==> src/rtl/fifo_pkg.sv <==
// ---------------------------------------------------------------------------
// fifo_pkg
//   Shared helpers for the single-clock FIFO family: address-width and
//   power-of-two helpers, pointer/count typedefs for the default geometry,
//   and the read-mode enum.
// ---------------------------------------------------------------------------
package fifo_pkg;

    localparam int unsigned DEF_DEPTH  = 16;
    localparam int unsigned DEF_ADDR_W = $clog2(DEF_DEPTH);

    // Address bits needed to index 'depth' entries (at least 1).
    function automatic int unsigned addr_w(input int unsigned depth);
        return (depth < 2) ? 1 : $clog2(depth);
    endfunction

    function automatic bit is_pow2(input int unsigned v);
        return (v != 0) && ((v & (v - 1)) == 0);
    endfunction

    // One extra MSB on pointers distinguishes full from empty.
    typedef logic [DEF_ADDR_W:0] ptr_t;
    typedef logic [DEF_ADDR_W:0] count_t;

    typedef enum logic {
        FIFO_STD  = 1'b0,
        FIFO_FWFT = 1'b1
    } fifo_mode_e;

endpackage

==> src/rtl/fifo_mem.sv <==
// ---------------------------------------------------------------------------
// fifo_mem
//   DEPTH x DATA_WIDTH register array with one synchronous write port and
//   one asynchronous (combinational) read port. Contents are not reset.
// Ports
//   clk    in   clock
//   we     in   write enable
//   waddr  in   write address
//   wdata  in   write data
//   raddr  in   read address
//   rdata  out  read data, combinational from raddr
// ---------------------------------------------------------------------------
module fifo_mem #(
    parameter int unsigned DATA_WIDTH = 8,
    parameter int unsigned DEPTH      = 16,
    parameter int unsigned ADDR_W     = 4
) (
    input  logic                  clk,
    input  logic                  we,
    input  logic [ADDR_W-1:0]     waddr,
    input  logic [DATA_WIDTH-1:0] wdata,
    input  logic [ADDR_W-1:0]     raddr,
    output logic [DATA_WIDTH-1:0] rdata
);

    logic [DATA_WIDTH-1:0] mem_q [DEPTH];

    always_ff @(posedge clk) begin
        if (we) begin
            mem_q[waddr] <= wdata;
        end
    end

    assign rdata = mem_q[raddr];

endmodule

==> src/rtl/sync_fifo_param.sv <==
// ---------------------------------------------------------------------------
// sync_fifo_param
//   Single-clock parametrised FIFO with watermarks, fill count, sticky
//   over/underflow flags, synchronous flush and selectable read mode
//   (registered read or first-word-fall-through).
// Ports
//   clk            in   clock, all state on posedge
//   rst            in   asynchronous active-high reset
//   flush          in   synchronous clear of pointers/count (not sticky flags, not rdata)
//   wdata          in   write data
//   winc           in   write request
//   wfull          out  count == DEPTH
//   walmost_full   out  count >= AF_LEVEL
//   rinc           in   read request
//   rdata          out  read data (registered or fall-through, per FWFT)
//   rempty         out  count == 0
//   ralmost_empty  out  count <= AE_LEVEL
//   count          out  occupancy 0..DEPTH
//   overflow       out  sticky: write attempted while full
//   underflow      out  sticky: read attempted while empty
// ---------------------------------------------------------------------------
module sync_fifo_param
    import fifo_pkg::*;
#(
    parameter int unsigned DATA_WIDTH = 8,
    parameter int unsigned DEPTH      = 16,
    parameter int unsigned AF_LEVEL   = 14,
    parameter int unsigned AE_LEVEL   = 2,
    parameter int unsigned FWFT       = 0,
    localparam int unsigned ADDR_W    = $clog2(DEPTH)
) (
    input  logic                  clk,
    input  logic                  rst,
    input  logic                  flush,
    input  logic [DATA_WIDTH-1:0] wdata,
    input  logic                  winc,
    output logic                  wfull,
    output logic                  walmost_full,
    input  logic                  rinc,
    output logic [DATA_WIDTH-1:0] rdata,
    output logic                  rempty,
    output logic                  ralmost_empty,
    output logic [ADDR_W:0]       count,
    output logic                  overflow,
    output logic                  underflow
);

    // ---- Elaboration-time parameter checks ----
    if (!is_pow2(DEPTH) || DEPTH < 2) begin : g_bad_depth
        $error("sync_fifo_param: DEPTH must be a power of two >= 2");
    end
    if (!(AE_LEVEL > 0 && AE_LEVEL < AF_LEVEL && AF_LEVEL < DEPTH)) begin : g_bad_levels
        $error("sync_fifo_param: need 0 < AE_LEVEL < AF_LEVEL < DEPTH");
    end
    if (FWFT > 1) begin : g_bad_mode
        $error("sync_fifo_param: FWFT must be 0 or 1");
    end

    localparam fifo_mode_e       Mode    = (FWFT == 1) ? FIFO_FWFT : FIFO_STD;
    localparam logic [ADDR_W:0]  One     = (ADDR_W + 1)'(1);
    localparam logic [ADDR_W:0]  FullCnt = (ADDR_W + 1)'(DEPTH);
    localparam logic [ADDR_W:0]  AfCnt   = (ADDR_W + 1)'(AF_LEVEL);
    localparam logic [ADDR_W:0]  AeCnt   = (ADDR_W + 1)'(AE_LEVEL);

    logic [ADDR_W:0] wptr_q, wptr_d;
    logic [ADDR_W:0] rptr_q, rptr_d;
    logic [ADDR_W:0] count_q, count_d;
    logic            wfull_q, wfull_d;
    logic            walmost_full_q, walmost_full_d;
    logic            rempty_q, rempty_d;
    logic            ralmost_empty_q, ralmost_empty_d;
    logic            overflow_q, overflow_d;
    logic            underflow_q, underflow_d;

    logic                  wr_en;
    logic                  rd_en;
    logic [DATA_WIDTH-1:0] mem_rdata;

    // Flush wins over both requests; error flags only see non-flushed cycles.
    assign wr_en = winc && !wfull_q  && !flush;
    assign rd_en = rinc && !rempty_q && !flush;

    always_comb begin
        wptr_d      = wptr_q;
        rptr_d      = rptr_q;
        count_d     = count_q;
        overflow_d  = overflow_q  | (winc && wfull_q  && !flush);
        underflow_d = underflow_q | (rinc && rempty_q && !flush);

        if (flush) begin
            wptr_d  = '0;
            rptr_d  = '0;
            count_d = '0;
        end else begin
            if (wr_en) begin
                wptr_d = wptr_q + One;
            end
            if (rd_en) begin
                rptr_d = rptr_q + One;
            end
            if (wr_en && !rd_en) begin
                count_d = count_q + One;
            end else if (rd_en && !wr_en) begin
                count_d = count_q - One;
            end
        end

        // Flags come from the next count so they track the op on its own edge.
        wfull_d         = (count_d == FullCnt);
        walmost_full_d  = (count_d >= AfCnt);
        rempty_d        = (count_d == '0);
        ralmost_empty_d = (count_d <= AeCnt);
    end

    always_ff @(posedge clk or posedge rst) begin
        if (rst) begin
            wptr_q          <= '0;
            rptr_q          <= '0;
            count_q         <= '0;
            wfull_q         <= 1'b0;
            walmost_full_q  <= 1'b0;
            rempty_q        <= 1'b1;
            ralmost_empty_q <= 1'b1;
            overflow_q      <= 1'b0;
            underflow_q     <= 1'b0;
        end else begin
            wptr_q          <= wptr_d;
            rptr_q          <= rptr_d;
            count_q         <= count_d;
            wfull_q         <= wfull_d;
            walmost_full_q  <= walmost_full_d;
            rempty_q        <= rempty_d;
            ralmost_empty_q <= ralmost_empty_d;
            overflow_q      <= overflow_d;
            underflow_q     <= underflow_d;
        end
    end

    fifo_mem #(
        .DATA_WIDTH (DATA_WIDTH),
        .DEPTH      (DEPTH),
        .ADDR_W     (ADDR_W)
    ) u_mem (
        .clk   (clk),
        .we    (wr_en),
        .waddr (wptr_q[ADDR_W-1:0]),
        .wdata (wdata),
        .raddr (rptr_q[ADDR_W-1:0]),
        .rdata (mem_rdata)
    );

    if (Mode == FIFO_FWFT) begin : g_fwft
        // Shadow of the head so rdata stays at the last head (never X) while empty.
        logic [DATA_WIDTH-1:0] head_q;

        always_ff @(posedge clk or posedge rst) begin
            if (rst) begin
                head_q <= '0;
            end else if (!rempty_q) begin
                head_q <= mem_rdata;
            end
        end

        assign rdata = rempty_q ? head_q : mem_rdata;
    end else begin : g_std
        logic [DATA_WIDTH-1:0] rdata_q;

        always_ff @(posedge clk or posedge rst) begin
            if (rst) begin
                rdata_q <= '0;
            end else if (rd_en) begin
                rdata_q <= mem_rdata;
            end
        end

        assign rdata = rdata_q;
    end

    assign wfull         = wfull_q;
    assign walmost_full  = walmost_full_q;
    assign rempty        = rempty_q;
    assign ralmost_empty = ralmost_empty_q;
    assign count         = count_q;
    assign overflow      = overflow_q;
    assign underflow     = underflow_q;

endmodule

==> config.mk <==
export PLATFORM = sky130hd
export DESIGN_NAME = sync_fifo_param
export DESIGN_NICKNAME = d
export VERILOG_FILES = /design/src/rtl/fifo_pkg.sv /design/src/rtl/fifo_mem.sv /design/src/rtl/sync_fifo_param.sv
export SDC_FILE = /design/constraint.sdc
export NUM_CORES = 1
export LEC_CHECK = 0
export BUFFER_PORTS_ARGS = -buffer_cell sky130_fd_sc_hd__buf_2
export CAP_MARGIN = 25
export CORE_ASPECT_RATIO = 1.2
export CORE_MARGIN = 1.5
export CORE_UTILIZATION = 40
export DETAILED_ROUTE_END_ITERATION = 8
export PLACE_DENSITY = 0.53
export SETUP_SLACK_MARGIN = 0.4
export SLEW_MARGIN = 20
export SYNTH_ARGS = -nofsm -noshare
export SYNTH_HDL_FRONTEND = slang
export SYNTH_SLANG_ARGS = --single-unit
==> constraint.sdc <==
create_clock -name clk -period 3.75 [get_ports clk]
set_clock_uncertainty 0.05 [all_clocks]
set_input_delay 0.1875 -clock clk [delete_from_list [all_inputs] [get_ports clk]]
set_output_delay 0.1875 -clock clk [all_outputs]
set_load 0.03 [all_outputs]
* Yosys cells after proc, flatten, opt, wreduce, memory -nomap -nowiden *
Memories as Yosys holds them, arrays and structs flattened. A register that Yosys moved wholly into a read port is not among the register bits.
Cells that the tools add are included.

storage, ports and cells
  bits in registers = 21
  bits in writable memories = 128
  input bits = 13
  output and inout bits = 19
  logic and storage cells = 46
  memories = 1

memory list
  memory       words  bits a word  rd ports  clocked after memory_dff  write ports  line            RTL
  u_mem.mem_q  16     8            1         1                         1            fifo_mem.sv:26  logic [DATA_WIDTH-1:0] mem_q [DEPTH];

cells by class
  add/sub/neg operators = 4
  $lt $le $gt $ge = 2
  eq/ne operators = 1
  multiplexer cells = 9
  bitwise gates (word level) = 2
  reduce and logical (&&, ||, !) cells = 18

operators with widths
  kind                   count
  $mux W5                7
  $add A5 B1 Y5 const B  3
  $logic_and A1 B1 Y1    10
  $eq A5 B5 Y1 const B   1
  $ge A5 B4 Y1 const B   1
  $le A5 B2 Y1 const B   1
  $logic_not A1 Y1       5
  $logic_not A5 Y1       1
  $sub A5 B1 Y5 const B  1
  $reduce_bool A2 Y1     2
  $mux W1                2
  $or A1 B1 Y1           2

* Logic depth before layout (Yosys ltp) *
  depth in word-level cells = 9
  mapped depth = 7
  gate-level depth less buffers = 7

* By module *
Synthesis repeated with hierarchy kept, for this count alone.

unflattened totals
  cell total of the unflattened synthesis = 346
  area, all modules = 6389.9 um2

modules (own cells, without submodules)
  module           times used  cells an instance  area each (um2)  seq. area each (um2)
  fifo_mem         1           221                4987.3           3843.7
  sync_fifo_param  1           125                1402.6           678.2

* Worst setup path after synthesis *
Ideal clock, no wire load.

  path type = register to register
  start = reg wfull_q, in the netlist wfull
  end = reg walmost_full_q, in the netlist walmost_full
  library setup time = 104 ps
  arrival = 1958 ps
  required time = 3596 ps
  slack = 1638 ps
  cell stages (with the launch flop) = 6
  buffers on the path = 0
  period minus slack after synthesis = 2112 ps
  cell sequence = dfrtp_1 -> nor3b_4 -> or4b_1 -> and3b_1 -> or2_1 -> o41ai_2

between the ends
  cells in the longest elaborated chain, start to end = 9
  elaborated cells on any way between the ends = 10
  classes of those cells = 1 x order compare; 3 x mux; 6 x reduce/logical

ends and longest elaborated chain
  what                                   line                    RTL
  start, declared                        sync_fifo_param.sv:68   logic wfull_q, wfull_d;
  start signal, assigned                 sync_fifo_param.sv:130  wfull_q <= wfull_d;
  $logic_not A1 Y1 (*)                   sync_fifo_param.sv:80   assign wr_en = winc && !wfull_q && !flush;
  $logic_and A1 B1 Y1 (*) (2 in series)  sync_fifo_param.sv:80
  $logic_not A1 Y1                       sync_fifo_param.sv:103  end else if (rd_en && !wr_en) begin
  $logic_and A1 B1 Y1                    sync_fifo_param.sv:103
  $mux W5                                sync_fifo_param.sv:103
  $mux W5 (*)                            sync_fifo_param.sv:101  if (wr_en && !rd_en) begin
  $mux W5 (*)                            sync_fifo_param.sv:90   if (flush) begin
  $ge A5 B4 Y1 (*)                       sync_fifo_param.sv:110  walmost_full_d = (count_d >= AfCnt);
  via walmost_full_d                     sync_fifo_param.sv:69   logic walmost_full_q, walmost_full_d;
  end signal, assigned                   sync_fifo_param.sv:131  walmost_full_q <= walmost_full_d;
  end, declared                          sync_fifo_param.sv:69

Mark *: on every way through the listed nets, which the timed path passes. The rest lies on a longest branch.
A chain may end at the register's enable or synchronous reset.

* Worst setup path after layout *
  start = in rinc
  end = reg wfull_q, in the netlist wfull

between the ends
  cells in the longest elaborated chain, start to end = 7
  elaborated cells on any way between the ends = 9
  classes of those cells = 1 x eq/ne; 3 x mux; 5 x reduce/logical

ends and longest elaborated chain
  what                                                     line                                            RTL
  start, declared                                          sync_fifo_param.sv:39                           input logic rinc,
  $logic_and A1 B1 Y1 (*) (2 in series)                    sync_fifo_param.sv:81                           assign rd_en = rinc && !rempty_q && !flush;
  $logic_and A1 B1 Y1 or $logic_not A1 Y1 (tied branches)  sync_fifo_param.sv:103, sync_fifo_param.sv:101
  $mux W5 or $logic_and A1 B1 Y1 (tied branches)           sync_fifo_param.sv:103, sync_fifo_param.sv:101
  $mux W5 (*)                                              sync_fifo_param.sv:101
  $mux W5 (*)                                              sync_fifo_param.sv:90
  $eq A5 B5 Y1 (*)                                         sync_fifo_param.sv:109                          wfull_d = (count_d == FullCnt);
  via wfull_d                                              sync_fifo_param.sv:68

Marks and branches as above.

==> impl_metrics.yaml <==
sta:
  hold_viol_final: 0
  drv_slew: 0
  setup_violations: 0
  fmax_mhz: 422
  min_period_over_period: 0.632
  finalSetupTns_ps: 0
  tightest_slew_ps: 985
  slew_headroom: 0.341
  rsz0062_at_grt: "no"
  fin_crit_ps: 2370
logic_synthesis:
  yosysTopAreaCell: "edfxtp_1"
  yosys.cell_types.count: 41
  synthCells: 347
  synth_enable_flop_cells: 128
  yosysSeqAreaShare: 0.722
  ys_top_cells_by_count: "edfxtp_1 (128), mux4_2 (32), dfrtp_1 (25), nor2_1 (24), nand2_1 (21)"
  syn_area_per_cell_um2: 18.0
  synth-seq-cells: 155
  yosysMostFrequentCell: "edfxtp_1"
  synth_area_leaders: "edfxtp_1 (61%), mux4_2 (12%), dfrtp_1 (10%)"
  synth_top_flop_cell: "edfxtp_1"
  yosys_warnings: 0
  synth_top_area_frac: 0.614
  synthesis.nets: 367
  synthesis.area_mm2: 0.00626
  ys_async_sr_fraction: 0.174
die:
  die_w_um: 117
  initial_core_util: 0.413
  core_mm2: 0.0151
  ios: 32
  die-area_mm2: 0.0164
  fp.dieH_um: 140
  rows: 49
worst_setup_path:
  path_class: "primary input to flip-flop"
  crit_slowest_cell: "nor2b_1"
  critPathMaxStageDelay_ps: 750
  endpoint_kind: "flip-flop"
  cp.arrival_ps: 2650
  cp_top_family: "simple AND/OR/NAND/NOR gates"
  worst-path-max-fanout: 13
  startpoint_type: "primary input"
  critical_path_required_ps: 4030
  crit_path_start: "rinc"
  worstReg2RegStart: "rempty$_DFF_PP1_"
  crit_path_cell_trace: "dlygate4sd3_1, buf_2, nor2b_1, nor3_1, or4b_1, and2_1, a211oi_1"
  crit_buf_inv: 2
final_layout:
  final_util: 0.478
  nNetsFinal: 412
  stdcell_count: 607
  n_fill_cell: 1305
  drive_gt1_frac: 0.261
  area_growth_syn_to_layout_pct: 15.6
  diodes: 0
global_routing:
  grt_pass1_vias: 3461
  grt_pass1_wl_mm: 20.3
  grt-ovfl-total: 0
  grt_usage: 0.176
  antenna_found_initial: 0
  grt_max_degree: 36
clocking:
  cts_setup_buffers: 0
  cts_sinks: 155
  cts_resized: 0
  cts_buffers: 17
  insertion_delay_ps: 420
  ctsHoldBuffers: 2
  ctsRootBufferMaster: "clkbuf_16"
  htreeDepth: 4
  cts.path.max_buffers: 2
  clk_pin_slew_ps: 60
  cts_tree: "done"
place:
  routabilityCongestion: 0.759
  hpwlAfterDp_mm: 8.46
  place_inst: 574
  port_buffers: 31
hold_path:
  hold_path.class: "primary input to flip-flop"
  min_from: "winc"
detailed_routing:
  ant_nets: 0
  drtPass1Iterations: 4
  drcViolationCount: 0
  via_per_inst: 5.31
  wl_mm: 13.0
  via_count: 3221
  drtIter0Drc: 321
  wire_per_inst_um: 21.5
power_and_ir_drop:
  power_density_mw_per_mm2: 605
  leakage_nw: 2.42
  peakVddDrop_mv: 0.291
flow_run:
  max_cap_viol_count: 0
outcome:
  status: "complete, no violations"
## flip-flops by register name (all words and copies together) (netlist names)
name	count
u_mem.mem_q	128
rdata	8
count	5
rptr_q	4
wptr_q	4
overflow	1
ralmost_empty	1
rempty	1
underflow	1
walmost_full	1
wfull	1
## area by class of cell
type,instances,area [um2],area share
Inverter,8,30.0,0.00415
Clock buffer,19,433,0.0598
Sequential cell,155,4520,0.625
Timing Repair Buffer,43,250,0.0346
Tap cell,204,255,0.0353
Multi-Input combinational cell,167,1640,0.227
Clock inverter,11,105,0.0145
## stage by stage
stage	power [W]	setup WS, ps	instance area [um2]	hold slack (ps)
after floorplan	0.00259	1640	6260	189
after global placement	0.00282	1480	6670	226
after detailed placement	0.00283	1430	6670	237
after CTS	0.00442	1380	7230	6.59
after global routing	0.00455	1180	7240	12.0
final	0.00437	1380	7240	24.9
## where the power goes
part           internal (W)  total [W]  switching, W
clock              0.000956    0.00159      0.000637
combinational      0.000293   0.000732      0.000439
sequential          0.00197    0.00205     0.0000844
## final timing paths
| kind | to | slack, ps | cells after the start |
|---|---|---|---|
| worst max-delay path | wfull$_DFF_PP0_ | 1380 | 7 |
| worst min-delay path | overflow$_DFF_PP0_ | 20 | 2 |
| worst max register to register | wfull$_DFF_PP0_ | 1430 | 5 |
| worst min register to register | underflow$_DFF_PP0_ | 420 | 1 |
| max in group asynchronous | ralmost_empty$_DFF_PP1_ | 2990 | 4 |
| min in group asynchronous | rptr_q[3]$_DFFE_PP0P_ | 340 | 4 |
## metal layers
metal | vias to the layer above | share of wire | track usage
li1 | 1457 | - | -
met1 | 1676 | 0.43 | 0.227
met2 | 64 | 0.51 | 0.284
met3 | 24 | 0.033 | 0.0355
met4 | 0 | 0.026 | 0.0812
met5 | - | 0 | 0
## kinds of logic after synthesis
kind of cell	Yosys count	synth area share
DFF	155	0.722
and+or+nand+nor	78	0.0630
muxes	49	0.142
AOI/OAI and AO/OA	25	0.0312
buffers and inverters	25	0.0160
xor gates and xnor gates	8	0.0112
adders and majority gates	7	0.0140
## cell usage in the layout, fill, tap and decap left out, drive strengths merged, types with 2 or more instances in the layout
cell and n:
xor2 4, nand2b 4, nor3 8, bufinv 2, mux2i 16, or2 2
dfrtp 25, o221ai 9, dlygate4sd3 2, mux4 32, inv 7, or4b 2
and2 2, nor2 24, clkbuf 19, or3 2, buf 41, clkinv 9
edfxtp 128, xnor2 4, dfstp 2, a21oi 6, nand2 21, nand4 3
ha 7, nor2b 2, a211oi 3, nand3 2, a31o 2
Note: power is estimated with default switching activity, not from simulation.
